$ cat src/rtl/spi_master_xfer_ctrl.sv
// SPI mode-0, MSB-first transaction sequencer between a TX word FIFO and an RX word FIFO.
// Drives CSn/SCLK/SDO and freezes SCLK while the TX FIFO is empty or the RX holding register is full.
module spi_master_xfer_ctrl #(
  parameter int DATA_WIDTH = 32,
  parameter int CNT_WIDTH  = 16,
  parameter int DIV_WIDTH  = 8
) (
  input  logic                  clk_i,
  input  logic                  rst_ni,
  input  logic                  start_i,
  input  logic [CNT_WIDTH-1:0]  len_i,
  input  logic                  tx_en_i,
  input  logic                  rx_en_i,
  input  logic [DIV_WIDTH-1:0]  clkdiv_i,
  output logic                  busy_o,
  output logic                  done_o,
  input  logic [DATA_WIDTH-1:0] tx_data_i,
  input  logic                  tx_valid_i,
  output logic                  tx_ready_o,
  output logic [DATA_WIDTH-1:0] rx_data_o,
  output logic                  rx_valid_o,
  input  logic                  rx_ready_i,
  output logic                  spi_clk_o,
  output logic                  spi_csn_o,
  output logic                  spi_sdo_o,
  input  logic                  spi_sdi_i,
  output logic [2:0]            dbg_state_o
);

  localparam int WB = (DATA_WIDTH > 1) ? $clog2(DATA_WIDTH) : 1;

  typedef enum logic [2:0] {
    IDLE     = 3'd0,
    CS_SETUP = 3'd1,
    LOAD     = 3'd2,
    SHIFT    = 3'd3,
    WAIT_RX  = 3'd4,
    CS_HOLD  = 3'd5
  } state_e;

  state_e                state_q, state_d;
  logic [CNT_WIDTH-1:0]  len_left_q;
  logic [DIV_WIDTH-1:0]  div_q, div_cnt_q;
  logic                  tx_en_q, rx_en_q, phase_q, done_q, rx_valid_q;
  logic [WB-1:0]         wbit_q;
  logic [DATA_WIDTH-1:0] tx_sh_q, rx_sh_q, rx_data_q;

  logic accept, zero_start, load_word, rise, bit_end, push, hold_done;
  logic div_tick, rx_free, last_bit, word_end, counting;

  // Both FIFO sides use valid/ready: a word moves on a cycle where valid and ready are both high;
  // valid never waits on ready, and a producer keeps valid and data stable until the transfer.
  assign div_tick = (div_cnt_q == div_q);
  assign rx_free  = !rx_valid_q || rx_ready_i;
  assign last_bit = (len_left_q == CNT_WIDTH'(1));
  assign word_end = (wbit_q == WB'(DATA_WIDTH - 1)) || last_bit;
  assign counting = (state_q == CS_SETUP) || (state_q == SHIFT) ||
                    ((state_q == CS_HOLD) && !rx_valid_q);

  always_comb begin
    state_d    = state_q;
    tx_ready_o = 1'b0;
    accept     = 1'b0;
    zero_start = 1'b0;
    load_word  = 1'b0;
    rise       = 1'b0;
    bit_end    = 1'b0;
    push       = 1'b0;
    hold_done  = 1'b0;
    case (state_q)
      IDLE: begin
        // done_q marks the completion cycle, in which a new start is still refused
        if (start_i && !done_q) begin
          if (len_i != '0) begin
            accept  = 1'b1;
            state_d = CS_SETUP;
          end else begin
            zero_start = 1'b1;
          end
        end
      end
      CS_SETUP: if (div_tick) state_d = LOAD;
      LOAD: begin
        if (!tx_en_q || tx_valid_i) begin
          tx_ready_o = tx_en_q;
          load_word  = 1'b1;
          state_d    = SHIFT;
        end
      end
      SHIFT: begin
        if (div_tick) begin
          if (!phase_q) begin
            rise = 1'b1;
          end else begin
            bit_end = 1'b1;
            if (word_end) begin
              if (!rx_en_q || rx_free) begin
                push    = rx_en_q;
                state_d = last_bit ? CS_HOLD : LOAD;
              end else begin
                state_d = WAIT_RX;
              end
            end
          end
        end
      end
      WAIT_RX: begin
        if (rx_free) begin
          push    = 1'b1;
          state_d = (len_left_q == '0) ? CS_HOLD : LOAD;
        end
      end
      CS_HOLD: begin
        if (!rx_valid_q && div_tick) begin
          hold_done = 1'b1;
          state_d   = IDLE;
        end
      end
      default: state_d = IDLE;
    endcase
  end

  always_ff @(posedge clk_i or negedge rst_ni) begin
    if (!rst_ni) begin
      state_q    <= IDLE;
      len_left_q <= '0;
      div_q      <= '0;
      div_cnt_q  <= '0;
      tx_en_q    <= 1'b0;
      rx_en_q    <= 1'b0;
      phase_q    <= 1'b0;
      done_q     <= 1'b0;
      wbit_q     <= '0;
      tx_sh_q    <= '0;
      rx_sh_q    <= '0;
      rx_data_q  <= '0;
      rx_valid_q <= 1'b0;
    end else begin
      state_q   <= state_d;
      done_q    <= zero_start | hold_done;
      div_cnt_q <= (counting && !div_tick) ? div_cnt_q + DIV_WIDTH'(1) : '0;
      if (accept) begin
        len_left_q <= len_i;
        div_q      <= clkdiv_i;
        tx_en_q    <= tx_en_i;
        rx_en_q    <= rx_en_i;
      end
      if (load_word) begin
        tx_sh_q <= tx_en_q ? tx_data_i : '0;
        rx_sh_q <= '0;
        wbit_q  <= '0;
        phase_q <= 1'b0;
      end else if ((state_q == SHIFT) && div_tick) begin
        phase_q <= ~phase_q;
      end
      // Shifting left from a cleared register leaves a partial final word right-aligned
      if (rise) rx_sh_q <= {rx_sh_q[DATA_WIDTH-2:0], spi_sdi_i};
      if (bit_end) begin
        tx_sh_q    <= tx_sh_q << 1;
        len_left_q <= len_left_q - CNT_WIDTH'(1);
        wbit_q     <= wbit_q + WB'(1);
      end
      if (push) begin
        rx_data_q  <= rx_sh_q;
        rx_valid_q <= 1'b1;
      end else if (rx_ready_i) begin
        rx_valid_q <= 1'b0;
      end
    end
  end

  assign busy_o      = (state_q != IDLE) || done_q;
  assign done_o      = done_q;
  assign rx_data_o   = rx_data_q;
  assign rx_valid_o  = rx_valid_q;
  assign spi_csn_o   = (state_q == IDLE);
  assign spi_clk_o   = (state_q == SHIFT) && phase_q;
  assign spi_sdo_o   = (state_q == SHIFT) && tx_sh_q[DATA_WIDTH-1];
  assign dbg_state_o = state_q;

endmodule
$ cat config.mk
export PLATFORM = sky130hd
export DESIGN_NAME = spi_master_xfer_ctrl
export DESIGN_NICKNAME = d
export VERILOG_FILES = /design/src/rtl/spi_master_xfer_ctrl.sv
export SDC_FILE = /design/constraint.sdc
export NUM_CORES = 1
export LEC_CHECK = 0
export CORE_ASPECT_RATIO = 1.4
export CORE_MARGIN = 2
export CORE_UTILIZATION = 54
export DETAILED_ROUTE_END_ITERATION = 10
export MAX_ROUTING_LAYER = met4
export PLACE_DENSITY_LB_ADDON = 0.2
export SETUP_SLACK_MARGIN = 0.5
export SYNTH_ARGS = -nofsm -noshare
export SYNTH_HDL_FRONTEND = slang
export SYNTH_SLANG_ARGS = --single-unit
$ cat constraint.sdc
create_clock -name clk_i -period 3.4 [get_ports clk_i]
set_clock_uncertainty 0.15 [all_clocks]
set_input_delay 0.34 -clock clk_i [delete_from_list [all_inputs] [get_ports clk_i]]
set_output_delay 0.34 -clock clk_i [all_outputs]
set_load 0.1 [all_outputs]
Word level (Yosys, flattened, before mapping)
Index checks and enable logic that the tools add are counted.

word-level totals
  bits in registers = 141
  input port bits = 64
  output and inout port bits = 42
  logic and storage cells = 115

operators by class
  multiplexer cells = 51
  eq/ne operators = 17
  reductions and logical operators = 29
  bitwise operators = 2
  add/sub/neg operators = 3

operator list
  kind                                                                      number
  32-bit 2-to-1 mux                                                         5
  3-bit 2-to-1 mux                                                          12
  16-bit 2-to-1 mux                                                         2
  1-bit 2-to-1 mux                                                          27
  3-bit one-hot mux with 6 select lines                                     1
  16-bit by 1-bit equality test with 1-bit output (second input constant)   1
  16-bit zero test                                                          1
  16-bit nonzero test                                                       1
  16-bit by 1-bit subtractor with 16-bit output (second input constant)     1
  2-bit inequality test (second input constant)                             6
  5-bit 2-to-1 mux                                                          2
  2-bit nonzero test                                                        5
  9-bit AND reduction                                                       1
  8-bit by 1-bit adder with 8-bit output (second input constant)            1
  8-bit equality test                                                       1
  8-bit 2-to-1 mux                                                          1
  1-bit logical AND                                                         7
  1-bit logical OR                                                          7
  3-bit by 2-bit equality test with 1-bit output (second input constant)    2
  3-bit equality test (second input constant)                               2
  2-bit by 1-bit inequality test with 1-bit output (second input constant)  3
  5-bit by 1-bit adder with 5-bit output (second input constant)            1
  5-bit equality test (second input constant)                               1
  1-bit zero test                                                           5
  6 further kinds                                                           6

Longest topological paths before layout
Gate-level depths: netlist of the first run.

  word-level depth = 9
  gate-level depth with buffers = 9
  depth with buffers taken out = 8

Least setup slack after synthesis of the first run
Ideal clock, no wire load.

  path type = register -> output
  from = reg state_q[1], in the netlist dbg_state_o[1]
  to = out busy_o
  data arrival time = 4,619 ps
  slack = -1,709 ps
  path buffers = 1
  required time = 2,910 ps
  cell stages (with the launch flop) = 4
  cells stage by stage = dfrtp_1 > clkbuf_1 > nor3_1 > nand2b_1

between the ends
  longest elaborated chain between the ends = 2

ends and longest elaborated chain
  item                      RTL line  RTL
  start: declaration        41        state_e state_q, state_d;
  start signal: assignment  139       state_q <= state_d;
  3-bit nonzero test        172       assign busy_o = (state_q != IDLE) || done_q;
  1-bit logical OR          172
  end: declaration          15        output logic busy_o,

No other way between the ends.

Worst setup path after layout of the first run
  from = reg state_q[2], in the netlist dbg_state_o[2]
  to = out busy_o

The elaborated chain is that of the path after synthesis.

==> impl_metrics.env, run 1 <==
export IMPL_seqPwrFrac_pct=40.3
export IMPL_grt_overflow_total=0
export IMPL_synth_top_area_share_pct=54.6
export IMPL_fp_dieW_um=96.5
export IMPL_regToRegEndpoint="rx_data_o[31]"
export IMPL_io_buffers=105
export IMPL_yosysSeqAreaShare_pct=54.6
export IMPL_ys_warn_count=0
export IMPL_netlist_area_um2=6460
export IMPL_htreeDepth=4
export IMPL_final_cell_mix="dfrtp_1 (138), nand2_1 (114), clkdlybuf4s50_1 (97)"
export IMPL_place_inst=866
export IMPL_totalWireLength_um=14700
export IMPL_synth_ff_type="dfrtp_1"
export IMPL_rrSetupSlack_ns=0.70
export IMPL_netlist_cell_type_count=55
export IMPL_postCtsHoldBufs=1
export IMPL_combPwrFrac_pct=27.4
export IMPL_hp_class="in -> reg"
export IMPL_dp_hpwl_um=9920
export IMPL_peakVddDrop_v=0.000442
export IMPL_finalHoldViolCount=0
export IMPL_clk_pin_slew_worst_paths_ns=0.06
export IMPL_finalCritPeriodShare_pct=83.4
export IMPL_p_leak_nw=3.77
export IMPL_fin_hold_ws_ns=0.301
export IMPL_yosysTopAreaCell="dfrtp_1"
export IMPL_whs_path_depth=3
export IMPL_start_kind="flip-flop"
export IMPL_fin_util_pct=70.7
export IMPL_r2r_start="div_cnt_q[0]"
export IMPL_p_sw_mw=2.08
export IMPL_drv_cap=0
export IMPL_seq_area_um2=3540
export IMPL_grt_first_pass_wirelength_um=24200
export IMPL_maxSlewHeadroom_pct=34.6
export IMPL_arrival_ns=2.35
export IMPL_clock_latency_ns=0.42
export IMPL_ant_nets=0
export IMPL_crit_fanout=14
export IMPL_clock_sinks=141
export IMPL_start_util_pct=55.0
export IMPL_min_to="div_q[5]"
export IMPL_antenna_found_initial=0
export IMPL_clkPwrFrac_pct=32.3
export IMPL_nets=809
export IMPL_tightest_slew_ns=0.978
export IMPL_cp_required_ns=2.91
export IMPL_grt_start_max_net_pins=75
export IMPL_synthesis_instances=639
export IMPL_intPower_mw=3.89
export IMPL_path_buf_inv=1
export IMPL_cp_end_kind="output port"
export IMPL_fmax_mhz=353
export IMPL_finalSetupViolCount=0
export IMPL_rsz0062_at_grt="false"
export IMPL_min_period_ns=2.84
export IMPL_routedWlPerCell_um=16.4
export IMPL_rows=47
export IMPL_via_per_inst=5.74
export IMPL_finalSetupTns_ns=0
export IMPL_synth_fp_nets=709
export IMPL_clockRootBuffer="clkbuf_16"
export IMPL_synthTopCellsByArea="dfrtp_1 (55%), nand2_1 (6.6%), mux2_4 (6.5%)"
export IMPL_multi_input_area_um2=2760
export IMPL_num_antenna_cells=0
export IMPL_cpMaxStageDelayCell="clkdlybuf4s50_1"
export IMPL_synthToLayoutAreaGrowth_pct=28.6
export IMPL_drtIter0Drc=337
export IMPL_outcome="finished, final reports clean"
export IMPL_postCtsSetupBuffers=0
export IMPL_synth_edf_count=0
export IMPL_vias=5164
export IMPL_fp_dieH_um=133
export IMPL_final_common_cell="dfrtp_1"
export IMPL_ys_seq_elements=141
export IMPL_cts_buffers=17
export IMPL_num_fill_cells=899
export IMPL_path_cells="nor3_4 -> nand2b_2 -> clkdlybuf4s50_1"
export IMPL_slew_violations=0
export IMPL_swShare_pct=34.9
export IMPL_track_usage_pct=24.7
export IMPL_synth_async_reset_ratio_pct=100
export IMPL_min_from="clkdiv_i[5]"
export IMPL_fin_area_um2=8310
export IMPL_slowest_delay_ns=0.96
export IMPL_placed_cell_area_um2=7680
export IMPL_cts_tree="yes"
export IMPL_die_area_um2=12900
export IMPL_drc=0
export IMPL_place_gp_congestion=0.940
export IMPL_core_um2=11800
export IMPL_first_pass_iters=5
export IMPL_cts_resized=0
export IMPL_io_pins=106
export IMPL_p_per_area_nw_per_um2=718
export IMPL_crit_family="buffers and inverters"
export IMPL_drive_gt1_share_pct=13.2
export IMPL_cts_buffer_depth=2
export IMPL_rr_worst_depth=7
export IMPL_grt_pass1_vias=5055
export IMPL_path_class="reg -> out"
export IMPL_fin_cells=899
export IMPL_syn_avg_cell_area_um2=10.1
## through the flow
stage / setup WS, ns / total power, mW
6_report: 0.564 / 5.97
5_1_grt: 0.508 / 6.31
4_1_cts: 0.540 / 5.99
3_5_place_dp: 0.717 / 4.05
3_3_place_gp: 0.753 / 3.99
2_1_floorplan: 0.514 / 3.52
## power by group through the flow
| stage | clock, mW | sequential (mW) | combinational, mW |
|---|---|---|---|
| 6_report | 1.93 | 2.40 | 1.64 |
| 5_1_grt | 2.04 | 2.45 | 1.82 |
| 4_1_cts | 1.96 | 2.39 | 1.64 |
| 3_5_place_dp | 0 | 2.41 | 1.63 |
| 3_3_place_gp | 0 | 2.40 | 1.59 |
| 2_1_floorplan | 0 | 2.40 | 1.12 |
## state kept, by name, indices dropped and copies added (netlist names)
name / count
rx_sh_q: 32
dbg_state_o: 3
tx_sh_q: 32
rx_data_o: 32
div_q: 8
wbit_q: 5
div_cnt_q: 8
tx_en_q: 1
done_o: 1
len_left_q: 16
rx_valid_o: 1
rx_en_q: 1
phase_q: 1
## Yosys cell counts (2+ instances only)
cell type / count
nand4_1: 6
a21boi_0: 2
nor3_1: 8
nor2b_1: 2
a211oi_1: 4
and3_1: 5
mux2_4: 28
mux2_2: 3
a221oi_1: 31
nand2b_1: 6
and2_1: 5
o211ai_1: 2
a311oi_1: 3
o221a_2: 3
nor3b_1: 2
nor4_1: 7
a21oi_1: 9
nand3b_1: 2
buf_6: 3
nand3_1: 17
nand2_1: 114
o22ai_1: 2
o21ai_0: 48
ha_1: 6
xor2_1: 9
buf_1: 2
a22oi_1: 2
mux2_1: 2
a221o_1: 4
dfrtp_1: 141
inv_1: 10
a31oi_1: 2
o32ai_1: 2
xnor2_1: 5
clkbuf_1: 32
nor2_1: 91
## area by class of cell
type,instances,share of cell area [%]
Clock buffer,20,5.61
Clock inverter,12,1.91
Inverter,10,0.451
Multi-Input combinational cell,450,33.2
Sequential cell,141,42.5
Tap cell,147,2.21
Timing Repair Buffer,119,14.0
## per-layer routing
layer	up-vias	part of all wire, %	global-route usage (%)
met5	-	0	-
met4	0	1.7	7.59
met3	25	4.0	5.26
met2	151	52	40.2
met1	2539	42	30.8
li1	2449	-	-
## worst reg2reg max path, delay by kind of cell, from the launching register on
kind            cells  cell delay, ns
compound gates      1            0.21
buf+inv             1            0.30
flops               1            0.45
xor+xnor            1            0.18
mux                 1            0.39
simple gates        3            0.89
## worst max-delay path by stage
stage | from | endpoint | slack, ns | depth (start not counted)
floorplan | dbg_state_o[2] | len_left_q[3] | 0.51 | 7
global placement | dbg_state_o[0] | rx_data_o[17] | 0.75 | 7
detailed placement | div_cnt_q[0] | rx_data_o[21] | 0.72 | 7
CTS | dbg_state_o[2] | busy_o | 0.54 | 3
global route | dbg_state_o[2] | busy_o | 0.51 | 3
finish | dbg_state_o[2] | busy_o | 0.56 | 3
## cells by family (layout without fill, tap and decap cells)
group	after synthesis	in the layout	synth area share [%]
buffers and inverters	48	161	3.16
XOR/XNOR	14	14	1.90
multiplexers	33	33	7.38
flip-flops	141	141	54.6
AO/OA/AOI/OAI	124	124	13.4
adder cells (fa/ha/maj)	6	6	1.16
AND/OR/NAND/NOR	273	273	18.5
Power figures use the tool's default switching activity.
==> run 2: changes to the inputs <==
--- a/config.mk
+++ b/config.mk
@@ -7,7 +7,7 @@
 export LEC_CHECK = 0
 export CORE_ASPECT_RATIO = 1.4
 export CORE_MARGIN = 2
-export CORE_UTILIZATION = 54
+export CORE_UTILIZATION = 48
 export DETAILED_ROUTE_END_ITERATION = 10
 export MAX_ROUTING_LAYER = met4
 export PLACE_DENSITY_LB_ADDON = 0.2
==> constraint.sdc (replaced) <==
create_clock -name clk_i -period 2.32 [get_ports clk_i]
set_clock_uncertainty 0.15 [all_clocks]
set_input_delay 0.232 -clock clk_i [delete_from_list [all_inputs] [get_ports clk_i]]
set_output_delay 0.232 -clock clk_i [all_outputs]
set_load 0.1 [all_outputs]
==> impl_metrics.env, run 2 (synthesized netlist as in run 1, its figures left out) <==
export IMPL_clock_sinks=141
export IMPL_fin_util_pct=79.1
export IMPL_path_cells="xor2_2 -> or4_4 -> a311o_1 -> a31oi_4 -> o41ai_4 -> o32ai_2"
export IMPL_fin_cells=1053
export IMPL_htreeDepth=4
export IMPL_finalSetupViolCount=67
export IMPL_p_per_area_nw_per_um2=988
export IMPL_combPwrFrac_pct=40.4
export IMPL_clk_pin_slew_worst_paths_ns=0.06
export IMPL_rsz0062_at_grt="true"
export IMPL_tightest_slew_ns=0.590
export IMPL_start_util_pct=48.7
export IMPL_drv_cap=0
export IMPL_outcome="complete, but fails checks"
export IMPL_finalSetupTns_ns=-7.16
export IMPL_totalWireLength_um=21600
export IMPL_num_fill_cells=795
export IMPL_clkPwrFrac_pct=25.4
export IMPL_grt_overflow_total=0
export IMPL_start_kind="flip-flop"
export IMPL_clock_latency_ns=0.42
export IMPL_p_sw_mw=3.86
export IMPL_multi_input_area_um2=3470
export IMPL_fin_hold_ws_ns=0.172
export IMPL_io_pins=106
export IMPL_hp_class="in -> reg"
export IMPL_drc=0
export IMPL_place_inst=946
export IMPL_drive_gt1_share_pct=44.1
export IMPL_slowest_delay_ns=0.57
export IMPL_cp_required_ns=2.47
export IMPL_fmax_mhz=392
export IMPL_antenna_found_initial=0
export IMPL_ant_nets=0
export IMPL_cts_tree="yes"
export IMPL_swShare_pct=37.2
export IMPL_synthToLayoutAreaGrowth_pct=62.2
export IMPL_die_area_um2=14400
export IMPL_routedWlPerCell_um=20.6
export IMPL_dp_hpwl_um=10600
export IMPL_p_leak_nw=4.88
export IMPL_io_buffers=105
export IMPL_crit_family="compound AO/OA/AOI/OAI gates"
export IMPL_total_power_mw=10.4
export IMPL_arrival_ns=2.71
export IMPL_path_class="reg -> reg"
export IMPL_fp_dieW_um=102
export IMPL_vias=6180
export IMPL_track_usage_pct=29.0
export IMPL_grt_start_max_net_pins=67
export IMPL_first_pass_iters=5
export IMPL_cpMaxStageDelayCell="or4_4"
export IMPL_final_cell_mix="dfrtp_1 (134), buf_4 (101), nor2_1 (85)"
export IMPL_seq_area_um2=3540
export IMPL_via_per_inst=5.87
export IMPL_cp_end_kind="flip-flop"
export IMPL_final_setup_worst_slack_ns=-0.231
export IMPL_place_gp_congestion=0.864
export IMPL_min_period_ns=2.55
export IMPL_fp_dieH_um=141
export IMPL_path_buf_inv=0
export IMPL_cts_buffer_depth=2
export IMPL_grt_pass1_vias=6295
export IMPL_num_antenna_cells=0
export IMPL_cts_buffers=17
export IMPL_fin_area_um2=10500
export IMPL_dp_slack_ns=-0.263
export IMPL_core_um2=13300
export IMPL_nets=929
export IMPL_final_common_cell="dfrtp_1"
export IMPL_grt_first_pass_wirelength_um=31500
export IMPL_placed_cell_area_um2=8130
export IMPL_rows=50
export IMPL_finalHoldViolCount=0
export IMPL_seqPwrFrac_pct=34.2
export IMPL_failed_checks="setup timing"
export IMPL_clockRootBuffer="clkbuf_16"
export IMPL_finalCritPeriodShare_pct=110
export IMPL_crit_fanout=3
export IMPL_drtIter0Drc=448
export IMPL_intPower_mw=6.50
export IMPL_maxSlewHeadroom_pct=60.7
export IMPL_slew_violations=0
export IMPL_peakVddDrop_v=0.000637
==> run 2: power by group through the flow <==
stage	Clock [mW]	Combinational, mW	Sequential, mW
5_1_grt	2.76	4.45	3.59
3_3_place_gp	0	2.75	3.42
2_1_floorplan	0	1.73	3.53
3_5_place_dp	0	2.82	3.45
6_report	2.63	4.19	3.54
4_1_cts	2.63	3.43	3.44
==> run 2: path summary, 6_finish.rpt <==
check	start	end	slack (ns)	depth (start not counted)
setup / recovery	div_cnt_q[4]	dbg_state_o[2]	-0.23	6
hold / removal	len_i[8]	len_left_q[8]	0.17	3
setup reg to reg	div_cnt_q[4]	dbg_state_o[2]	-0.23	6
hold reg to reg	wbit_q[3]	wbit_q[3]	0.35	1
max in group asynchronous	rst_ni	rx_sh_q[5]	1.07	3
min in group asynchronous	rst_ni	rx_sh_q[22]	0.22	2
==> run 2: per-layer routing <==
layer	GRT usage, %	wire [um]
met5	-	0
met4	13.3	1090
met3	5.32	1050
met1	31.6	7720
met2	50.5	11800
==> run 2: tightest hold or removal path, delay by kind of cell <==
kind,cells,cell delay (ns)
buffers and inverters,2,0.36
AOI/OAI and AO/OA,1,0.12
==> run 2: repair_timing <==
item	4_1_cts	5_1_grt
hold buffers	1	0
resized for setup	177	87
cloned	14	4
setup buffers	36	21
hold endpoints to repair	55	0
endpoints found under the setup margin	145	146
pin swaps	34	47
==> run 2: cell type report <==
cell class	instances	share of cell area, %
multi-input combinational	450	33.1
clock inverter	11	1.15
tap	182	2.17
timing repair buffer	239	25.3
inverter	10	0.358
sequential	141	33.8
clock buffer	20	4.16
==> run 3: changes to the inputs <==
--- a/config.mk
+++ b/config.mk
@@ -5,9 +5,10 @@
 export SDC_FILE = /design/constraint.sdc
 export NUM_CORES = 1
 export LEC_CHECK = 0
+export ABC_AREA = 1
 export CORE_ASPECT_RATIO = 1.4
 export CORE_MARGIN = 2
-export CORE_UTILIZATION = 48
+export CORE_UTILIZATION = 49
 export DETAILED_ROUTE_END_ITERATION = 10
 export MAX_ROUTING_LAYER = met4
 export PLACE_DENSITY_LB_ADDON = 0.2
==> impl_metrics.env, run 3 <==
export IMPL_dp_hpwl_um=11400
export IMPL_rows=50
export IMPL_via_per_inst=5.44
export IMPL_tightest_slew_ns=0.780
export IMPL_muxShareOfSynthArea_pct=0
export IMPL_clk_pin_slew_worst_paths_ns=0.06
export IMPL_min_period_ns=2.05
export IMPL_final_setup_worst_slack_ns=0.271
export IMPL_synth_xor_area_share_pct=1.43
export IMPL_core_um2=13400
export IMPL_p_per_area_nw_per_um2=1150
export IMPL_synthesis_instances=816
export IMPL_cts_tree="yes"
export IMPL_start_util_pct=50.2
export IMPL_drtIter0Drc=384
export IMPL_cts_buffers=17
export IMPL_final_common_cell="nand2_1"
export IMPL_yosys_top_cells_count="nand2_1 (243), dfrtp_1 (141), inv_1 (93), nand3_1 (87), nor2_1 (59)"
export IMPL_totalWireLength_um=19500
export IMPL_placed_cell_area_um2=8200
export IMPL_fp_dieH_um=143
export IMPL_yosys_area_share_simple_pct=26.6
export IMPL_finalHoldViolCount=0
export IMPL_cp_required_ns=1.94
export IMPL_grt_start_max_net_pins=62
export IMPL_io_pins=106
export IMPL_p_leak_nw=4.62
export IMPL_arrival_ns=1.67
export IMPL_peakVddDrop_v=0.000577
export IMPL_netlist_area_um2=6720
export IMPL_crit_fanout=4
export IMPL_maxSlewHeadroom_pct=47.7
export IMPL_drc=0
export IMPL_drive_gt1_share_pct=29.4
export IMPL_grt_overflow_total=0
export IMPL_synthToLayoutAreaGrowth_pct=48.9
export IMPL_synth_edf_count=0
export IMPL_slew_violations=0
export IMPL_ys_warn_count=0
export IMPL_cp_end_kind="output port"
export IMPL_netlist_cell_type_count=32
export IMPL_ys_seq_elements=141
export IMPL_cts_buffer_depth=2
export IMPL_finalSetupTns_ns=0
export IMPL_num_antenna_cells=0
export IMPL_clock_latency_ns=0.42
export IMPL_io_buffers=105
export IMPL_grt_pass1_vias=6220
export IMPL_fp_dieW_um=103
export IMPL_clockRootBuffer="clkbuf_16"
export IMPL_place_inst=1091
export IMPL_syn_avg_cell_area_um2=8.24
export IMPL_synthAdderAreaFrac_pct=1.12
export IMPL_die_area_um2=14700
export IMPL_drv_cap=0
export IMPL_synth_fp_nets=886
export IMPL_nets=1064
export IMPL_first_pass_iters=7
export IMPL_synth_async_reset_ratio_pct=100
export IMPL_yosysTopAreaCell="dfrtp_1"
export IMPL_start_kind="flip-flop"
export IMPL_finalSetupViolCount=0
export IMPL_finalCritPeriodShare_pct=88.3
export IMPL_fin_cells=1187
export IMPL_path_class="reg -> out"
export IMPL_yosysSeqAreaShare_pct=52.5
export IMPL_outcome="finished, final reports clean"
export IMPL_clock_sinks=141
export IMPL_place_gp_congestion=0.870
export IMPL_synth_ff_type="dfrtp_1"
export IMPL_fin_area_um2=10000
export IMPL_rsz0062_at_grt="true"
export IMPL_synthTopCellsByArea="dfrtp_1 (52%), nand2_1 (14%), nand3_1 (6.5%)"
export IMPL_synth_top_area_share_pct=52.5
export IMPL_htreeDepth=4
export IMPL_antenna_found_initial=0
export IMPL_track_usage_pct=25.1
export IMPL_final_cell_mix="nand2_1 (227), dfrtp_1 (137), buf_4 (90)"
export IMPL_synth_most_common_cell="nand2_1"
export IMPL_num_fill_cells=928
export IMPL_dp_slack_ns=0.205
export IMPL_routedWlPerCell_um=16.4
export IMPL_fmax_mhz=488
export IMPL_vias=6462
export IMPL_ant_nets=0
export IMPL_synth_compound_area_share_pct=10.1
export IMPL_grt_first_pass_wirelength_um=28300
export IMPL_hp_class="in -> async"
export IMPL_synth_top_family_by_area="simple AND/OR/NAND/NOR gates"
run 3: cell families after synthesis:
| logic type | count (synthesis) |
|---|---|
| fa+ha+maj | 6 |
| xor+xnor | 11 |
| compound gates | 107 |
| flops | 141 |
| buf+inv | 135 |
| simple gates | 416 |
run 3: what timing repair did:
item / 4_1_cts / 5_1_grt
endpoints found under the setup margin: 131 / 136
hold buffers: 1 / 0
setup buffers: 35 / 20
hold endpoints to repair: 57 / 0
pin swaps: 15 / 28
resized for setup: 56 / 81
cloned: 3 / 7
run 3: worst paths after layout:
| check | from | to | slack [ns] | cells past startpoint |
|---|---|---|---|---|
| max | dbg_state_o[2] | spi_clk_o | 0.27 | 7 |
| min | rst_ni | div_q[1] | 0.21 | 2 |
| max reg2reg | dbg_state_o[2] | rx_data_o[15] | 0.29 | 11 |
| min reg2reg | tx_sh_q[0] | tx_sh_q[0] | 0.35 | 2 |
| max in group asynchronous | rst_ni | rx_data_o[16] | 1.11 | 3 |
| min in group clk_i | clkdiv_i[2] | div_q[2] | 0.23 | 3 |
run 3: final cells by class:
type | count | area (um^2) | area share, %
clock inverters | 13 | 164 | 1.64
repair inverters | 1 | 6.26 | 0.0625
flip-flops and latches | 141 | 3540 | 35.4
well taps | 182 | 228 | 2.28
inverters | 103 | 423 | 4.23
clock buffers | 17 | 425 | 4.25
repair buffers | 189 | 1930 | 19.3
multi-input cells | 541 | 3290 | 32.8
run 3: layer usage:
metal / global-route usage, % / wire (um) / vias up
met5: - / 0 / -
met1: 28.2 / 7360 / 3142
li1: - / - / 3012
met2: 43.7 / 10500 / 245
met4: 9.90 / 616 / 0
met3: 4.62 / 954 / 63
run 3: worst max-delay path, cell delays in order, from the launching register on:
cell and delay, ns:
dfrtp_4 0.52, inv_4 0.09, nand2_4 0.07, nor2_8 0.11, inv_4 0.06, nor2_4 0.11
buf_6 0.13, buf_12 0.17
run 3: stage by stage:
step / utilization, % / power [mW] / hold WS, ns
floorplan: - / 6.53 / -0.214
global placement: 61.2 / 7.50 / 0.102
detailed placement: 61.2 / 7.60 / 0.110
CTS: 69.4 / 10.9 / 0.216
global route: 74.7 / 12.0 / 0.230
finish: 74.7 / 11.5 / 0.211
run 3: report_power, final:
group	switching [mW]	internal, mW	leakage, nW
combinational	3.48	1.79	2.45
clock	1.09	1.69	0.286
sequential	0.424	3.02	1.88
total	4.99	6.49	4.62
